`config.mk`:
```
export PLATFORM = sky130hd
export DESIGN_NAME = shift_sequencer
export DESIGN_NICKNAME = d
export VERILOG_FILES = /design/src/rtl/shift_sequencer.sv
export SDC_FILE = /design/constraint.sdc
export NUM_CORES = 1
export LEC_CHECK = 0
export CAP_MARGIN = 15
export CORE_AREA = 10 10 47 49
export DETAILED_ROUTE_END_ITERATION = 16
export DIE_AREA = 0 0 57 59
export PLACE_DENSITY = 0.54
export SYNTH_ARGS = -nofsm -noshare
export SYNTH_HDL_FRONTEND = slang
export SYNTH_SLANG_ARGS = --single-unit
```
`constraint.sdc`:
```
create_clock -name Clk -period 1.3 [get_ports Clk]
set_clock_uncertainty 0.1 [all_clocks]
set_input_delay 0.195 -clock Clk [delete_from_list [all_inputs] [get_ports Clk]]
set_output_delay 0.195 -clock Clk [all_outputs]
set_load 0.1 [all_outputs]
```
`src/rtl/shift_sequencer.sv`:
```
// Shift sequencer: arbitrates parallel loads of two shift registers and,
// on an Execute request, issues exactly N_SHIFTS consecutive shift enables,
// then holds Done until Execute is released.
module shift_sequencer #(
  parameter int unsigned N_SHIFTS = 8
) (
  input  logic       Clk,
  input  logic       Reset,
  input  logic       LoadA,
  input  logic       LoadB,
  input  logic       Execute,
  output logic       Ld_A,
  output logic       Ld_B,
  output logic       Shift_En,
  output logic       Busy,
  output logic       Done,
  output logic [3:0] Count
);

  typedef enum logic [1:0] {
    IDLE,
    SHIFT,
    HOLD
  } state_t;

  localparam logic [3:0] LAST_COUNT = 4'(N_SHIFTS);

  state_t     state_q, state_d;
  logic [3:0] count_q, count_d;

  // State and shift-count registers; reset wins over every other input.
  always_ff @(posedge Clk) begin
    if (Reset) begin
      state_q <= IDLE;
      count_q <= '0;
    end else begin
      state_q <= state_d;
      count_q <= count_d;
    end
  end

  // Next-state and count update; Count is only cleared when a new run starts,
  // so the final value stays visible through HOLD and the following IDLE.
  always_comb begin
    state_d = state_q;
    count_d = count_q;
    unique case (state_q)
      IDLE: begin
        if (Execute) begin
          state_d = SHIFT;
          count_d = '0;
        end
      end
      SHIFT: begin
        count_d = count_q + 4'd1;
        if (count_d == LAST_COUNT) begin
          state_d = HOLD;
        end
      end
      HOLD: begin
        if (!Execute) begin
          state_d = IDLE;
        end
      end
      default: begin
        state_d = IDLE;
        count_d = '0;
      end
    endcase
  end

  // Output decode: run status from registered state only; load enables are
  // granted in IDLE unless Execute claims the same cycle.
  always_comb begin
    Shift_En = (state_q == SHIFT);
    Busy     = (state_q == SHIFT);
    Done     = (state_q == HOLD);
    Ld_A     = LoadA && (state_q == IDLE) && !Execute;
    Ld_B     = LoadB && (state_q == IDLE) && !Execute;
  end

  assign Count = count_q;

endmodule

```
==> results of run 1 <==
## report_power, final
group,internal (uW),total [uW],leakage [uW],switching [uW]
Combinational,96.0,220,0.000245,124
Sequential,182,194,0.0000533,12.0
Clock,117,197,0.0000150,80.4
Total,395,612,0.000313,217
## worst paths after layout
kind                           startpoint                      end  slack [ns]
hold / removal                    Execute  state_q[1]$_SDFFE_PP0P_        0.35
hold reg to reg     Count[2]$_SDFFE_PP0P_  state_q[1]$_SDFFE_PP0P_        0.44
setup / recovery  state_q[1]$_SDFFE_PP0P_                     Ld_B       -0.10
setup reg to reg  state_q[1]$_SDFFE_PP0P_    Count[3]$_SDFFE_PP0P_        0.04
## tightest hold or removal path: cells and delay by family
family | cells | cell delay, ns
and+or+nand+nor | 1 | 0.07
AOI/OAI and AO/OA | 1 | 0.06
buffers and inverters | 2 | 0.34
## state kept, by name, summed over array words and instances (netlist names)
register and cells:
state_q 2, Count 4
## synthesized netlist by cell type
cell type | number | share of area (%)
inv_2 | 1 | 1.1
nor2_1 | 1 | 1.1
o22ai_1 | 1 | 1.8
and4b_1 | 1 | 3.0
nor3_1 | 3 | 4.4
dfxtp_1 | 6 | 35
ha_1 | 1 | 3.7
nor2b_1 | 3 | 5.5
buf_4 | 1 | 2.2
buf_2 | 1 | 1.5
or3_1 | 1 | 1.8
o21a_1 | 1 | 2.2
nand2b_2 | 1 | 2.6
nor4_1 | 1 | 1.8
and2_1 | 2 | 3.7
or3b_1 | 1 | 2.6
nand3b_1 | 1 | 2.2
xor2_1 | 1 | 2.6
buf_1 | 1 | 1.1
o31ai_1 | 1 | 2.2
nor4b_1 | 1 | 2.6
nand2b_1 | 1 | 1.8
a21oi_1 | 2 | 3.0
o221a_2 | 1 | 3.3
nand2_1 | 2 | 2.2
nand3_1 | 3 | 4.4
## placed cells by master (no fill, tap or decap), drive strengths merged, types with 2 or more instances in the layout
cell,Yosys,layout
dfxtp,6,6
clkbuf,0,4
nor3,3,3
nand3,3,3
nand2b,2,2
buf,3,22
and2,2,2
a21oi,2,2
nor2b,3,3
nand2,2,2
clkdlybuf4s50,0,3
## kinds of logic (layout without fill, tap and decap cells)
group / after synthesis / after routing / share of synthesized area, %
DFF: 6 / 6 / 35.4
adders and majority gates: 1 / 1 / 3.69
xor gates and xnor gates: 1 / 1 / 2.58
AOI/OAI and AO/OA: 6 / 6 / 12.5
buffers and inverters: 4 / 31 / 5.90
and+or+nand+nor: 22 / 22 / 39.9
## layer usage
metal	vias up	part of all wire, %	wire [um]
met5	-	0	0
met2	20	44	497
li1	199	-	-
met1	177	39	439
met3	5	14	161
met4	0	3.3	37
## metrics by stage
step           util, %  setup TNS (ns)  setup slack [ns]  std cells
6_report          54.9          -0.309            -0.103         83
5_1_grt           54.9          -0.543            -0.145         83
4_1_cts           53.3          -0.327            -0.118         81
3_5_place_dp      48.0           -1.39            -0.279         74
3_3_place_gp      48.0           -1.31            -0.247         74
2_1_floorplan        -         -0.0906           -0.0434         40
## final cells by class
cell class	instances	area, um2	share of cell area (%)
Clock buffer	4	26.3	3.41
Timing Repair Buffer	26	332	43.1
Tap cell	16	20.0	2.60
Sequential cell	6	143	18.5
Multi-Input combinational cell	30	238	30.9
Inverter	1	11.3	1.46
## timing repair
item	CTS	global route
pin swaps	4	4
setup buffers	4	2
hold buffers	0	0
gates resized for setup	9	2
endpoints found under the setup margin	7	9
==> metrics.md, run 1 <==
| Metric | Value |
|---|---|
| Design Power | 612 uW |
| Number of DRC markers after the initial detailed-route iteration | 2 |
| Worst min path class | in2reg |
| Number of buffers inserted by port buffering | 13 |
| Met2 demand-to-capacity share in global routing | 10.4% |
| WP data required | 1.00 ns |
| Gate count after technology mapping | 40 |
| Status | complete, but fails checks |
| WL per Instance | roughly 14 um |
| Mean instance size in the synthesized netlist | 8.48 um2 |
| Number of levels the H-tree was split into | 1 |
| CP max-delay cell | dfxtp_4 |
| Slack of the critical path | -0.103 ns |
| Worst-margin pin slew | 0.231 ns |
| Die ar. | 3360 um2 |
| Worst stage delay on the critical path | 0.35 ns |
| Number of sinks handled by clock tree synthesis | 6 |
| Initial cell density of the core | 24.2% |
| Clock tree from TritonCTS | yes |
| Number of max-capacitance violations reported | 0 |
| Met3 routing resource usage after global routing | between 6 and 7% |
| Fill cell total of the finished layout | 126 |
| Worst path buffer plus inverter count | 1 |
| Number of cell rows | 14 |
| Maximum operating frequency | 713 MHz |
| Stages on worst setup path | 3 |
| Share of the clock period used by the worst path | 108% |
| Peak supply drop | 0.366 mV |
| Largest net degree at the start of global routing | 7 |
| Distinct cell type count after synthesis | 26 |
| Cell Chain, Critical Path | nor3_4 > and2_4 > buf_12 |
| Grt met1 use | 7.48% |
| # DRC | 0 |
| Antenna-violating nets left | 0 |
| Number of CTS-inserted buffers | 3 |
| 1st-pass router iterations | 4 |
| Fraction of the yosys area taken by sequential cells | 35.4% |
| Number of cells on the worst reg-to-reg path | 4 |
| Worst slew margin relative to its limit | 84.4% |
| Die width | 57 um |
| Clock period minus worst slack | 1.40 ns |
| Arrival time reported for the critical path endpoint | 1.11 ns |
| Highest fanout seen on the critical path | 4 |
| GR Overflow Total | 0 |
| Antenna violations before repair | 0 |
| Final standard cell area without fillers | about 770 um2 |
| Post-synth net total | 46 |
| Synthesized cell area | ~340 um2 |
| Net count reported at finish | 74 |
| Final routed wirelength across all metal layers | 1140 um |
| RSZ-0062 raised after global routing | yes |
| Synth-to-Final Area Change | 127% |
| First-pass GRT wire length | between 2000 and 2500 um |
| Standby leakage power | 0.000313 uW |
| DR vias/cell | 4.83 |
| Total count of hold-check failures in the final report | 0 |
| Placed Instance Area | 673 um2 |
| Violated checks | setup timing |
| Number of synthesis warnings | 0 |
| Share of layout cells above drive strength 1 | 59.7% |
| Number of I/O pins | 14 |
| HPWL after detailed placement | between 800 and 900 um |
| Final Max Slew Viols | 0 |
| Cell chosen for the clock root | clkbuf_4 |
| All-layer global routing usage | around 8.0% |
| Family of cells with the greatest summed delay on the critical path | flip-flops |
| Routed via count | between 400 and 500 |
| Die height | roughly 59 um |
| Busiest grt layer | met2 |
| Vias in the first global route | roughly 450 |
| ANT cells | 0 |
| Final setup vio count | 5 |
| Worst hold-check slack | approximately 0.35 ns |
| Yosys reg bits | 6 |
| Worst Setup Start Kind | flip-flop |
| Routability cong. | 0.785 |
| Total power divided by cell area | approximately 800 nW/um2 |
| Worst hold path depth | 4 |
| Crit. End Element | primary output |
| CTS max path bufs | 2 |
| Placeable core region | between 1000 and 1500 um2 |
| Clock-pin slew reported for the worst setup and hold paths after clock tree synthesis | about 0.04 ns |
| Skew-Pair Late Insertion Delay | 0.26 ns |
| Type of the worst setup path | reg2out |
Power figures use the tool's default switching activity.
==> run 2: changes to the inputs <==
--- a/config.mk
+++ b/config.mk
@@ -9,7 +9,8 @@
 export CORE_AREA = 10 10 47 49
 export DETAILED_ROUTE_END_ITERATION = 16
 export DIE_AREA = 0 0 57 59
-export PLACE_DENSITY = 0.54
+export GPL_TIMING_DRIVEN = 1
+export PLACE_DENSITY = 0.52
 export SYNTH_ARGS = -nofsm -noshare
 export SYNTH_HDL_FRONTEND = slang
 export SYNTH_SLANG_ARGS = --single-unit
==> constraint.sdc (replaced) <==
create_clock -name Clk -period 1.45 [get_ports Clk]
set_clock_uncertainty 0.1 [all_clocks]
set_input_delay 0.2175 -clock Clk [delete_from_list [all_inputs] [get_ports Clk]]
set_output_delay 0.2175 -clock Clk [all_outputs]
set_load 0.1 [all_outputs]
==> run 2 against run 1 <==
Against the previous run: the run now ends clean; sequential power decreased by 11%; first-iteration DRC count rose to 4.0 times the previous value; critical path depth stayed put; global-route usage shrank 1.2 points; setup slack improved by 0.11 ns; final area decreased by 9.8%; clock power shrank 9.6%; combinational power is 16% lower; non-clock buffer count decreased by 6; clock-buffer cell count unchanged; flip-flop and latch count unchanged; sequential share of layout area rose by 1.6 points.
==> metrics.md, run 2 (synthesis results as in run 1) <==
| Metric | Value |
|---|---|
| Final Max Slew Viols | 0 |
| Met2 demand-to-capacity share in global routing | 10.4% |
| Worst Setup EP | Ld_B |
| RSZ-0062 raised after global routing | yes |
| Number of buffers inserted by port buffering | 13 |
| ANT cells | 0 |
| Arrival time reported for the critical path endpoint | between 1 and 1.5 ns |
| Number of I/O pins | 14 |
| Commonest cells after routing, fill and taps aside | buf_12 (9), buf_4 (7), dfxtp_4 (5) |
| Routability cong. | 0.826 |
| Type of the worst setup path | reg2out |
| Minimum setup slack among reg-to-reg paths | around 0.08 ns |
| Worst min path class | reg2reg |
| Number of max-capacitance violations reported | 0 |
| CTS max path bufs | 2 |
| Aggregate negative setup slack | 0 ns |
| Final setup vio count | 0 |
| First-pass GRT wire length | 1700 um |
| Routed via count | 369 |
| Net count reported at finish | roughly 70 |
| Die width | 57 um |
| Slack of the critical path | 0.0103 ns |
| Final core utilization | 49.6% |
| Clock tree from TritonCTS | yes |
| Final standard cell area without fillers | 694 um2 |
| Synth-to-Final Area Change | 105% |
| WL per Instance | 12.9 um |
| Share of the clock period used by the worst path | 99.3% |
| Commonest non-fill, non-tap cell in the layout | buf_12 |
| DR vias/cell | 4.79 |
| Largest register FFs | 4 |
| Cell chosen for the clock root | clkbuf_4 |
| Design Power | 536 uW |
| Peak supply drop | between 0.5 and 0.6 mV |
| Worst slew margin relative to its limit | 81.3% |
| Busiest grt layer | met2 |
| Placed Instance Area | approximately 620 um2 |
| Antenna violations before repair | 0 |
| Highest fanout seen on the critical path | 3 |
| Skew-Pair Late Insertion Delay | 0.26 ns |
| Number of DRC markers after the initial detailed-route iteration | 8 |
| Number of cells on the worst reg-to-reg path | 5 |
| GR Overflow Total | 0 |
| Standby leakage power | 0.000274 uW |
| Status | completed |
| Worst hold path depth | 2 |
| HPWL after detailed placement | 753 um |
| Worst-margin pin slew | 0.279 ns |
| Vias in the first global route | 377 |
| Number of cell rows | 14 |
| Total power divided by cell area | 772 nW/um2 |
| Number of sinks handled by clock tree synthesis | 6 |
| Crit path from | state_q[0]$_SDFFE_PP0P_ |
| Largest net degree at the start of global routing | 7 |
| Clock period minus worst slack | roughly 1.4 ns |
| Post-Place Setup Slack | -0.131 ns |
| Number of CTS-inserted buffers | 3 |
| Number of levels the H-tree was split into | 1 |
| Placeable core region | 1400 um2 |
| Crit. End Element | primary output |
| Initial cell density of the core | 24.2% |
| Worst Setup Start Kind | flip-flop |
| Hold Buf Count CTS | 0 |
| Clock-pin slew reported for the worst setup and hold paths after clock tree synthesis | roughly 0.05 ns |
| Total count of hold-check failures in the final report | 0 |
| Met3 routing resource usage after global routing | 5.36% |
| Maximum operating frequency | ~690 MHz |
| Grt met1 use | ~6.0% |
| All-layer global routing usage | under 10% |
| # DRC | 0 |
| 1st-pass router iterations | 2 |
| Final routed wirelength across all metal layers | 992 um |
| Startpoint of the most critical hold path | Count[2]$_SDFFE_PP0P_ |
| Share of layout cells above drive strength 1 | approximately 52% |
| Die ar. | 3360 um2 |
| Worst r2r dst | Count[3]$_SDFFE_PP0P_ |
| Antenna-violating nets left | 0 |
| WP data required | 1.13 ns |
| Launch instance of the worst register-to-register path | state_q[0]$_SDFFE_PP0P_ |
| Die height | 59 um |
==> run 2: worst min-delay path by stage <==
stage / endpoint
after floorplan: state_q[1]$_SDFFE_PP0P_
after global placement: state_q[1]$_SDFFE_PP0P_
after detailed placement: state_q[1]$_SDFFE_PP0P_
after CTS: state_q[1]$_SDFFE_PP0P_
after global routing: state_q[1]$_SDFFE_PP0P_
final: state_q[1]$_SDFFE_PP0P_
==> run 2: what timing repair did <==
action                     4_1_cts  5_1_grt
gates resized for setup         10        1
buffers inserted                 2        1
hold endpoints to repair         0        0
pin swaps                        3        0
setup endpoints to repair        4        4
==> run 2: final cells by class <==
cell class              instances  area (um2)
fillers                       139         707
repair buffers                 20         272
multi-input cells              30         228
flip-flops and latches          6         140
clock buffers                   4        26.3
well taps                      16        20.0
inverters                       1        8.76
==> run 2: where the power goes <==
part | switching [uW] | internal (uW)
Sequential | 8.59 | 165
Clock | 72.8 | 105
Combinational | 108 | 77.3
==> run 2: stage by stage <==
step           instances  hold slack [ns]
2_1_floorplan         40            0.264
3_3_place_gp          71            0.430
3_5_place_dp          71            0.430
4_1_cts               76            0.428
5_1_grt               77            0.471
6_report              77            0.422
==> run 2: metal layers <==
metal | up-vias | routed length [um]
met5 | - | 0
met4 | 0 | 26
met3 | 4 | 76
met2 | 7 | 507
met1 | 170 | 382
li1 | 188 | -
==> run 2: critical path, cell delays in order, from the launching register on <==
cell and delay (ns):
dfxtp_4 0.35, nor3_4 0.18, and2_4 0.17, buf_12 0.16
